==> src/rtl/load_hazard_ctrl.sv <==
// Load-use hazard controller: tracks in-flight loads for LOAD_LAT cycles after EXE and
// stalls PC/IF-ID with ID/EXE bubbles until the loaded data can be forwarded.
module load_hazard_ctrl #(
    parameter int REG_W    = 5,
    parameter int LOAD_LAT = 2,
    parameter int CNT_W    = 16
) (
    input  logic             clk,
    input  logic             rst,
    input  logic [REG_W-1:0] if_id_rs1_addr,
    input  logic [REG_W-1:0] if_id_rs2_addr,
    input  logic             if_id_rs1_used,
    input  logic             if_id_rs2_used,
    input  logic [REG_W-1:0] id_exe_rd_addr,
    input  logic             id_exe_read_mem,
    input  logic             pc_jump_confirm,
    input  logic             mem_wait,
    input  logic             cnt_clr,
    output logic             pc_stall,
    output logic             instruction_stall,
    output logic             id_exe_bubble,
    output logic             load_pending,
    output logic [CNT_W-1:0] load_stall_cnt
);

    // With LOAD_LAT=1 the chain is logically empty; one dummy slot is kept and never loaded.
    localparam int   NS      = (LOAD_LAT > 1) ? LOAD_LAT - 1 : 1;
    localparam logic HAS_TRK = (LOAD_LAT > 1);

    logic [NS-1:0]    slot_vld;
    logic [REG_W-1:0] slot_rd [NS];

    logic exe_load;
    logic rs1_hit;
    logic rs2_hit;
    logic hazard;

    assign exe_load = id_exe_read_mem && (id_exe_rd_addr != '0);

    always_comb begin
        rs1_hit = exe_load && (if_id_rs1_addr == id_exe_rd_addr);
        rs2_hit = exe_load && (if_id_rs2_addr == id_exe_rd_addr);
        for (int k = 0; k < NS; k++) begin
            if (slot_vld[k] && (slot_rd[k] == if_id_rs1_addr)) rs1_hit = 1'b1;
            if (slot_vld[k] && (slot_rd[k] == if_id_rs2_addr)) rs2_hit = 1'b1;
        end
        rs1_hit = rs1_hit && if_id_rs1_used && (if_id_rs1_addr != '0);
        rs2_hit = rs2_hit && if_id_rs2_used && (if_id_rs2_addr != '0);
        hazard  = rs1_hit || rs2_hit;
    end

    always_comb begin
        pc_stall          = 1'b0;
        instruction_stall = 1'b0;
        id_exe_bubble     = 1'b0;
        if (rst) begin
            pc_stall          = 1'b0;
        end else if (mem_wait) begin
            pc_stall          = 1'b1;
            instruction_stall = 1'b1;
        end else if (pc_jump_confirm) begin
            pc_stall          = 1'b0;
        end else if (hazard) begin
            pc_stall          = 1'b1;
            instruction_stall = 1'b1;
            id_exe_bubble     = 1'b1;
        end
    end

    assign load_pending = |slot_vld;

    // The tracker shifts whenever the pipeline moves, including on jumps and hazards.
    always_ff @(posedge clk) begin
        if (rst) begin
            slot_vld <= '0;
            for (int k = 0; k < NS; k++) slot_rd[k] <= '0;
        end else if (!mem_wait) begin
            for (int k = NS - 1; k > 0; k--) begin
                slot_vld[k] <= slot_vld[k-1];
                slot_rd[k]  <= slot_rd[k-1];
            end
            slot_vld[0] <= HAS_TRK && exe_load;
            slot_rd[0]  <= HAS_TRK ? id_exe_rd_addr : '0;
        end
    end

    always_ff @(posedge clk) begin
        if (rst || cnt_clr) begin
            load_stall_cnt <= '0;
        end else if (id_exe_bubble && (load_stall_cnt != '1)) begin
            load_stall_cnt <= load_stall_cnt + 1'b1;
        end
    end

endmodule

==> config.mk <==
export PLATFORM = sky130hd
export DESIGN_NAME = load_hazard_ctrl
export DESIGN_NICKNAME = d
export VERILOG_FILES = /design/src/rtl/load_hazard_ctrl.sv
export SDC_FILE = /design/constraint.sdc
export NUM_CORES = 1
export LEC_CHECK = 0
export CAP_MARGIN = 20
export CORE_MARGIN = 2
export CORE_UTILIZATION = 45
export DETAILED_ROUTE_END_ITERATION = 8
export GPL_TIMING_DRIVEN = 0
export PLACE_DENSITY_LB_ADDON = 0.1
export SYNTH_ARGS = -nofsm -noshare
export SYNTH_HDL_FRONTEND = slang
export SYNTH_SLANG_ARGS = --single-unit
==> constraint.sdc <==
create_clock -name clk -period 2.94 [get_ports clk]
set_input_delay 0.294 -clock clk [delete_from_list [all_inputs] [get_ports clk]]
set_output_delay 0.294 -clock clk [all_outputs]
set_load 0.01 [all_outputs]
==> results.json <==
{
  "post-route-period-util_pct": 96.8,
  "wl_met2_um": 1900,
  "p_int_uw": 449,
  "muxShareOfSynthArea_pct": 2.15,
  "synth-xor-area-share_pct": 13.2,
  "ys_async_sr_fraction_pct": 0,
  "num_vias": 1398,
  "synth_area_per_cell_um2": 8.88,
  "p_sw_uw": 150,
  "drt-total-wl_um": 3760,
  "nFillCells": 269,
  "drtPass1Iterations": 4,
  "avgViaCountPerCell": 5.92,
  "netlist_instances": 157,
  "holdBufCountCts": 0,
  "skew_ns": 0.00975,
  "die-area_um2": 3560,
  "wl_met3_um": 225,
  "powerDensity_nw_per_um2": 313,
  "top_layer_used": "met4",
  "diodes": 0,
  "die_y_um": 59.7,
  "dp_hpwl_um": 2870,
  "setup_ws_ns": 0.0934,
  "grt_pass1_wl_um": 6160,
  "power_frac_seq_pct": 53.8,
  "ys_seq_area_share_pct": 35.2,
  "multi_input_area_um2": 860,
  "synth_edf_count": 5,
  "cts_tree": "done",
  "antenna_found_initial": 0,
  "worstPathMaxFanout": 4,
  "drt_iter0_drc": 78,
  "swShare_pct": 25.1,
  "placed_area_um2": 1860,
  "wl_per_cell_um": 15.9,
  "initial_utilization_pct": 46.4,
  "design_area_um2": 1910,
  "drv_cap": 0,
  "pin_count": 43,
  "grt_pass1_vias": 1442,
  "layout_commonest_cell": "clkdlybuf4s50_1",
  "synth_compound_area_share_pct": 13.5,
  "fin_hold_ws_ns": 0.443,
  "synth_top_family_by_area": "simple AND/OR/NAND/NOR gates",
  "synth_top_area_share_pct": 24.4,
  "clkSlewWorstSetupHoldPaths_ns": 0.12,
  "root_buffer": "clkbuf_4",
  "grt_usage_pct": 22.4,
  "peakVddDrop_uv": 164,
  "post-route-util_pct": 63.7,
  "dp_slack_ns": -0.0847,
  "yosysUniqueCellTypes": 43,
  "max_slew_margin_pct": 62.5,
  "seqCellArea_um2": 490,
  "worst_pin_slew_ns": 0.561,
  "synth_top_cell_by_area": "dfxtp_1",
  "hold_class": "input pin to flop",
  "clockBufferDepth": 2,
  "rsz0062_at_grt": "false",
  "fmax_mhz": 351,
  "startpoint_type": "input pin",
  "cts_num_sinks": 22,
  "ant_nets": 0,
  "instances_no_fill": 236,
  "final_nets": 228,
  "core_area_um2": 3000,
  "clk_latency_ns": 0.31,
  "cts_setup_buffers": 0,
  "drive_above_1_share_pct": 9.36,
  "synthAdderAreaFrac_pct": 0.898,
  "rows": 20,
  "ys_seq_elements": 22,
  "cts_made_buffers": 3,
  "syn_area_um2": 1390,
  "gp_congestion": 0.996,
  "critical_path_class": "input pin to output port",
  "drt-met1-wl_um": 1550,
  "die_width_um": 59.7,
  "arrival_ns": 2.55,
  "synth_area_leaders": "dfxtp_1 24%, edfxtp_1 11%, xor2_1 8.2%",
  "drc": 0,
  "power.leakage_uw": 0.000694,
  "area_delta_synth_final_pct": 37.3,
  "overflow": 0,
  "slew_viol_final": 0,
  "htree_num_levels": 1,
  "layout_common_cells": "40 x clkdlybuf4s50_1, 17 x dfxtp_1, 13 x xor2_1, 13 x nand2_1, 9 x nor2_1",
  "io_buffers": 42,
  "ys.flop_type": "dfxtp_1",
  "status": "completed",
  "grt_max_degree": 13,
  "setup_viol": 0,
  "dp_cells": 232,
  "required_ns": 2.65,
  "pwr-share-comb_pct": 17.7,
  "clkPwrFrac_pct": 28.5,
  "synth_nets": 181,
  "fin_crit_ns": 2.85,
  "synth-simple-area-share_pct": 30.7,
  "ys.warnings.count": 0,
  "critPathCaptureType": "output port",
  "finalHoldViolCount": 0
}
-- sequential cells by signal, summed over array words and instances (netlist names) --
signal          flops
load_pending        1
load_stall_cnt     16
slot_rd             5
-- through the flow --
| step | TNS (ns) | total power, uW |
|---|---|---|
| finish | 0 | 599 |
| global route | 0 | 619 |
| CTS | 0 | 601 |
| detailed placement | -0.169 | 431 |
| global placement | -0.0169 | 428 |
| floorplan | 0 | 375 |
-- layer usage --
metal | vias up | GRT usage [%]
met2 | 53 | 42.5
met1 | 657 | 25.0
met4 | 0 | 7.94
li1 | 677 | -
met3 | 11 | 3.03
met5 | - | 0
-- logic make-up (layout without fill, tap and decap cells) --
kind of cell | after synthesis | count (layout)
multiplexers | 3 | 3
AND/OR/NAND/NOR | 72 | 72
buffers and inverters | 10 | 56
flip-flops | 22 | 22
adder cells (fa/ha/maj) | 1 | 1
XOR/XNOR | 21 | 21
AO/OA/AOI/OAI | 28 | 28
-- synthesized netlist by cell type (all sizes together), types with 2 or more instances --
master,n
or3,8
dfxtp,17
edfxtp,5
o211ai,3
nand2,13
nor3,2
nand3,7
o21ai,7
o41ai,2
and2,5
nor2,9
xor2,13
and3,5
or4,8
mux2i,3
a21oi,7
inv,5
buf,3
o311ai,2
xnor2,8
nor4,8
-- area by class of cell --
cell class / count / area share [%]
Sequential cell: 22 / 25.6
Buffer: 5 / 2.22
Tap cell: 33 / 2.16
Timing Repair Buffer: 42 / 22.2
Clock buffer: 4 / 1.90
Multi-Input combinational cell: 125 / 44.9
Inverter: 5 / 0.980
-- power groups by stage --
| stage | sequential (uW) | combinational [uW] | clock (uW) |
|---|---|---|---|
| 3_5_place_dp | 329 | 102 | 0 |
| 3_3_place_gp | 328 | 99.5 | 0 |
| 6_report | 322 | 106 | 171 |
| 4_1_cts | 322 | 105 | 174 |
| 2_1_floorplan | 328 | 47.2 | 0 |
| 5_1_grt | 323 | 115 | 181 |
-- critical path, stage by stage --
cell and delay, ns:
clkdlybuf4s50_1 0.49, or4_4 0.53, o21ai_4 0.21, nor4_2 0.09, o21bai_1 0.19, a31oi_1 0.14
buf_4 0.15, clkdlybuf4s50_1 0.46
-- what timing repair did --
| action | CTS | global route |
|---|---|---|
| endpoints found under the setup margin | 2 | 3 |
| pin swaps | 1 | 0 |
| gates resized for setup | 4 | 3 |
-- final timing paths --
kind                                                       from                               to  slack (ns)  cells after the start
worst max-delay path                          id_exe_rd_addr[3]                         pc_stall        0.09                      8
worst min-delay path                          id_exe_rd_addr[2]      slot_rd[0][2]$_SDFFCE_PN0P_        0.44                      2
worst max register to register   load_stall_cnt[0]$_SDFFE_PP0P_  load_stall_cnt[11]$_SDFFE_PP0P_        0.39                      9
worst min register to register  load_stall_cnt[15]$_SDFFE_PP0P_  load_stall_cnt[15]$_SDFFE_PP0P_        0.51                      2
Power figures use the tool's default switching activity.
==> variant 1: new RTL, config.mk and constraints unchanged <==
Set the parameter `LOAD_LAT` to 1 (it was 2).
--- a/src/rtl/load_hazard_ctrl.sv
+++ b/src/rtl/load_hazard_ctrl.sv
@@ -2,7 +2,7 @@
 // stalls PC/IF-ID with ID/EXE bubbles until the loaded data can be forwarded.
 module load_hazard_ctrl #(
     parameter int REG_W    = 5,
-    parameter int LOAD_LAT = 2,
+    parameter int LOAD_LAT = 1,
     parameter int CNT_W    = 16
 ) (
     input  logic             clk,
Behaviour: not the same (a bounded check fails within 4 cycles, from zero or initial values and one cycle with rst high).
==> variant 1 against the original RTL <==
Non-clock buffer count increased by 5. Routed wire length decreased by 23%. Setup slack improved by 0.070 ns. Power decreased by 28%. Sequential share of layout area decreased by 4.3 points. Cell area decreased by 21%. Area after synthesis decreased by 27%. Sequential cell count decreased by 6. Largest cell class unchanged.
==> variant 1: results (changes against the original RTL) <==
| Metric | Value |
|---|---|
| Status | `finished clean` |
| Largest registers | `load_stall_cnt (16)` |
| Sequential fraction of the synthesis area | `31.5% (-3.7 points)` |
| Critical-path top delay cell | `or4_1` |
| Clk_lat worst skew | `0.29 ns (-0.02 ns)` |
| Non-clock buffer share of cell area | `30.9% (+6.4 points)` |
| Vias in the first global route | `1153 (-20%)` |
| M1 WL | `1260 um (-19%)` |
| Vias | `1186 (-15%)` |
| Largest net degree at the start of global routing | `11 (-2)` |
| Worst path arrival time | `2.48 ns (-0.07 ns)` |
| Tap cell count | `28 (-15%)` |
| Crit path max fanout | `10 (+6)` |
| Clk cell area share | `2.41% (+0.52 points)` |
| Filler cell count | `200 (-26%)` |
| Top post-synthesis cells by count | `dfxtp_1, a21oi_1, nand3_1, or3_1, or4_1` |
| Fraction of area in multi-input gates | `42.6% (-2.3 points)` |
| # port buffers | `41 (-2.4%)` |
| WL met2 | `1430 um (-25%)` |
| Switching portion of total power | `23.0% (-2.1 points)` |
| Final Wtd Congestion | `0.845 (-15%)` |
| Initial DRC Count | `28 (-64%)` |
| First-pass GRT wire length | `4820 um (-22%)` |
| Logic inverters | `2 (-3)` |
| Post-Syn Nets | `156 (-14%)` |
| Skew final | `0.00549 ns (-0.00425 ns)` |
| Tot GR Track Use | `23.8% (+1.5 points)` |
| Multi-input logic cell count | `103 (-18%)` |
| Sequential cell area share | `21.3% (-4.3 points)` |
| Worst Hold Class | `register to register` |
| Layout Nets | `202 (-11%)` |
| Leakage | `0.000490 uW (-29%)` |
| DRT Wirelength | `2910 um (-23%)` |
| Synth cell types | `32 (-26%)` |
| Area contributors post-synth | `dfxtp_1, a21oi_1, or4_1` |
| Met3 routed WL | `198 um (-12%)` |
| Worst VDD drop | `0.251 mV (+53%)` |
| Clock-pin slew on the worst setup and hold paths | `0.10 ns (-0.02 ns)` |
| Detailed placement HPWL | `2180 um (-24%)` |
==> variant 1: per-stage QoR <==
| step | util, % | area (um^2) | std cells |
|---|---|---|---|
| CTS | 69.0 | 1500 | 205 |
| global placement | 67.4 | 1460 | 201 |
| global route | 69.3 | 1500 | 205 |
| floorplan | - | 1020 | 132 |
| finish | 69.3 | 1500 | 205 |
| detailed placement | 67.4 | 1460 | 201 |
==> variant 1: cell families after synthesis <==
| logic type | Yosys count | synth area share [%] |
|---|---|---|
| simple gates | 58 | 32.4 |
| compound gates | 33 | 19.7 |
| flops | 16 | 31.5 |
| buf+inv | 13 | 6.03 |
| xor+xnor | 9 | 7.76 |
| fa+ha+maj | 1 | 1.23 |
| other cells | 1 | 0.369 |
| mux | 1 | 0.985 |
==> variant 1: power by group through the flow <==
stage / registers (uW) / clock network, uW / logic, uW
after detailed placement: 222 / 0 / 62.7
after global placement: 222 / 0 / 61.7
final: 217 / 151 / 63.8
after floorplan: 222 / 0 / 21.6
after CTS: 217 / 152 / 62.9
after global routing: 217 / 158 / 69.1
==> variant 1: worst paths after layout <==
kind                                          from                 end  slack (ns)  depth (start not counted)
worst max register to register   load_stall_cnt[5]   load_stall_cnt[9]        0.71                          7
worst min register to register  load_stall_cnt[15]  load_stall_cnt[15]        0.52                          2
worst min-delay path            load_stall_cnt[15]  load_stall_cnt[15]        0.52                          2
worst max-delay path             id_exe_rd_addr[2]       id_exe_bubble        0.16                          8
==> variant 1: per-layer routing <==
| layer | vias to the layer above | global-route usage, % |
|---|---|---|
| li1 | 584 | - |
| met2 | 50 | 41.2 |
| met3 | 2 | 5.75 |
| met1 | 550 | 28.9 |
| met5 | - | 0 |
| met4 | 0 | 7.89 |
==> variant 2: new RTL, same flow settings <==
Made on the original files. Add an input register stage for `pc_jump_confirm`, without a reset; this delays it by one clock. The other inputs are not delayed to match.
--- a/src/rtl/load_hazard_ctrl.sv
+++ b/src/rtl/load_hazard_ctrl.sv
@@ -26,6 +26,12 @@
     // With LOAD_LAT=1 the chain is logically empty; one dummy slot is kept and never loaded.
     localparam int   NS      = (LOAD_LAT > 1) ? LOAD_LAT - 1 : 1;
     localparam logic HAS_TRK = (LOAD_LAT > 1);
+
+    logic pc_jump_confirm_q;
+
+    always_ff @(posedge clk) begin
+        pc_jump_confirm_q <= pc_jump_confirm;
+    end
 
     logic [NS-1:0]    slot_vld;
     logic [REG_W-1:0] slot_rd [NS];
@@ -58,7 +64,7 @@
         end else if (mem_wait) begin
             pc_stall          = 1'b1;
             instruction_stall = 1'b1;
-        end else if (pc_jump_confirm) begin
+        end else if (pc_jump_confirm_q) begin
             pc_stall          = 1'b0;
         end else if (hazard) begin
             pc_stall          = 1'b1;
Function: changed (Yosys sat finds a counterexample within 4 cycles, from zero or initial values and one cycle with rst high).
==> variant 2 against the original RTL <==
Area after synthesis up 1.4%. Fmax increased by 2.1%. Utilization rose by 0.96 points. Critical path type unchanged. Critical endpoint unchanged. Routed wire length shrank 0.59%. Setup slack better by 0.059 ns. Sequential cell count grew 1. Cell area increased by 2.4%. Power shrank 0.25%.
==> variant 2: results (changes against the original RTL) <==
| Metric | Value |
|---|---|
| First-pass GRT wire length | `5980 um (-3.0%)` |
| Hold_sp | `pc_jump_confirm` |
| R2R Path End | `load_stall_cnt[1]` |
| Final sequential cell count | `23 (+4.5%)` |
| Top post-synthesis cells by count | `dfxtp_1, nand2_1, xor2_1` |
| Max_slew headroom | `67.6% (+5.2 points)` |
| Vias per inst | `5.68 (-4.1%)` |
| Layout Nets | `230 (+0.88%)` |
| Clock-pin slew on the worst setup and hold paths | `0.12 ns (about the same)` |
| Filler cell count | `268 (-0.37%)` |
| Bufs w/o clock | `48 (+2.1%)` |
| Worst path arrival time | `2.49 ns (-0.06 ns)` |
| Worst VDD drop | `0.174 mV (+6.1%)` |
| Hold-critical path depth | `1 (-1)` |
| Reg2reg start | `load_stall_cnt[0]` |
| Detailed placement HPWL | `2760 um (-3.8%)` |
| DRT Wirelength | `3730 um (-0.59%)` |
| Leakage | `0.000705 uW (+1.6%)` |
| Fraction of layout cells with a size suffix above 1 | `9.76% (+0.40 points)` |
| Met3 routed WL | `205 um (-8.9%)` |
| Final Wtd Congestion | `0.946 (-5.0%)` |
| Area of the multi-input gates | `875 um^2 (+1.7%)` |
| Switching portion of total power | `26.0% (+0.99 points)` |
| Skew final | `0.00234 ns (-0.00741 ns)` |
| Post-Syn Nets | `182 (+0.55%)` |
| Crit path max fanout | `4 (unchanged)` |
| WL met2 | `1830 um (-4.1%)` |
| Tot GR Track Use | `21.6% (-0.82 points)` |
| Status | `finished clean` |
| Clk cell area share | `1.34% (-0.55 points)` |
| Sequential fraction of the synthesis area | `36.1% (+0.92 points)` |
| Hold slack | `0.408 ns (-0.0349 ns)` |
| Sequential cell area share | `26.1% (+0.43 points)` |
| Register-to-register setup slack | `0.46 ns (+0.07 ns)` |
| Critical-path top delay cell | `clkdlybuf4s50_1` |
| Initial DRC Count | `97 (+24%)` |
| Area contributors post-synth | `dfxtp_1, edfxtp_1, xor2_1` |
| CP peak stage delay | `0.49 ns (-0.04 ns)` |
| Synth cell types | `43 (unchanged)` |
| Hold Path End | `pc_jump_confirm_q` |
| M1 WL | `1640 um (+5.5%)` |
| Worst-case reg-to-reg path depth | `10 (+1)` |
| Met3 Resource Use GR | `2.38% (-0.65 points)` |
| Non-clock buffer share of cell area | `24.2% (-0.24 points)` |
| M2 GR Usage | `38.0% (-4.5 points)` |
| Vias in the first global route | `1385 (-4.0%)` |
| Global routing met1 resource utilization | `25.7% (+0.73 points)` |
-- variant 2: repair_timing --
item	4_1_cts	5_1_grt
endpoints found under the setup margin	2	3
resized for setup	3	8
buffers inserted	1	0
pin swaps	1	1
endpoints found under the hold margin	0	0
-- variant 2: logic make-up after synthesis --
logic type                 after synthesis  share of synthesized area (%)
muxes                                    3                           2.12
DFF                                     23                           36.1
and+or+nand+nor                         72                           30.3
buffers and inverters                   10                           4.34
AOI/OAI and AO/OA                       28                           13.3
adders and majority gates                1                          0.885
xor gates and xnor gates                21                           13.0
-- variant 2: worst max-delay path by stage --
stage	slack (ns)	endpoint	cells past startpoint	startpoint
2_1_floorplan	0.70	load_stall_cnt[7]	9	load_stall_cnt[0]
6_report	0.15	pc_stall	8	id_exe_rd_addr[4]
5_1_grt	0.01	pc_stall	8	id_exe_rd_addr[4]
4_1_cts	0.02	pc_stall	8	id_exe_rd_addr[2]
3_5_place_dp	-0.02	pc_stall	8	id_exe_rd_addr[1]
3_3_place_gp	0.02	pc_stall	8	id_exe_rd_addr[1]
-- variant 2: per-stage QoR --
step | area (um^2) | worst slack [ns] | TNS (ns) | cells | util (%)
2_1_floorplan | 1410 | 0.698 | 0 | 158 | -
3_3_place_gp | 1890 | 0.0198 | 0 | 244 | 62.4
3_5_place_dp | 1890 | -0.0243 | -0.0354 | 244 | 62.4
4_1_cts | 1930 | 0.0211 | 0 | 249 | 63.7
5_1_grt | 1960 | 0.0142 | 0 | 249 | 64.7
6_report | 1960 | 0.153 | 0 | 249 | 64.7
-- variant 2: power by group through the flow --
stage	logic (uW)	registers [uW]	clock network [uW]
2_1_floorplan	47.2	342	0
3_3_place_gp	99.4	343	0
3_5_place_dp	102	344	0
4_1_cts	105	336	151
5_1_grt	119	337	158
6_report	111	337	149
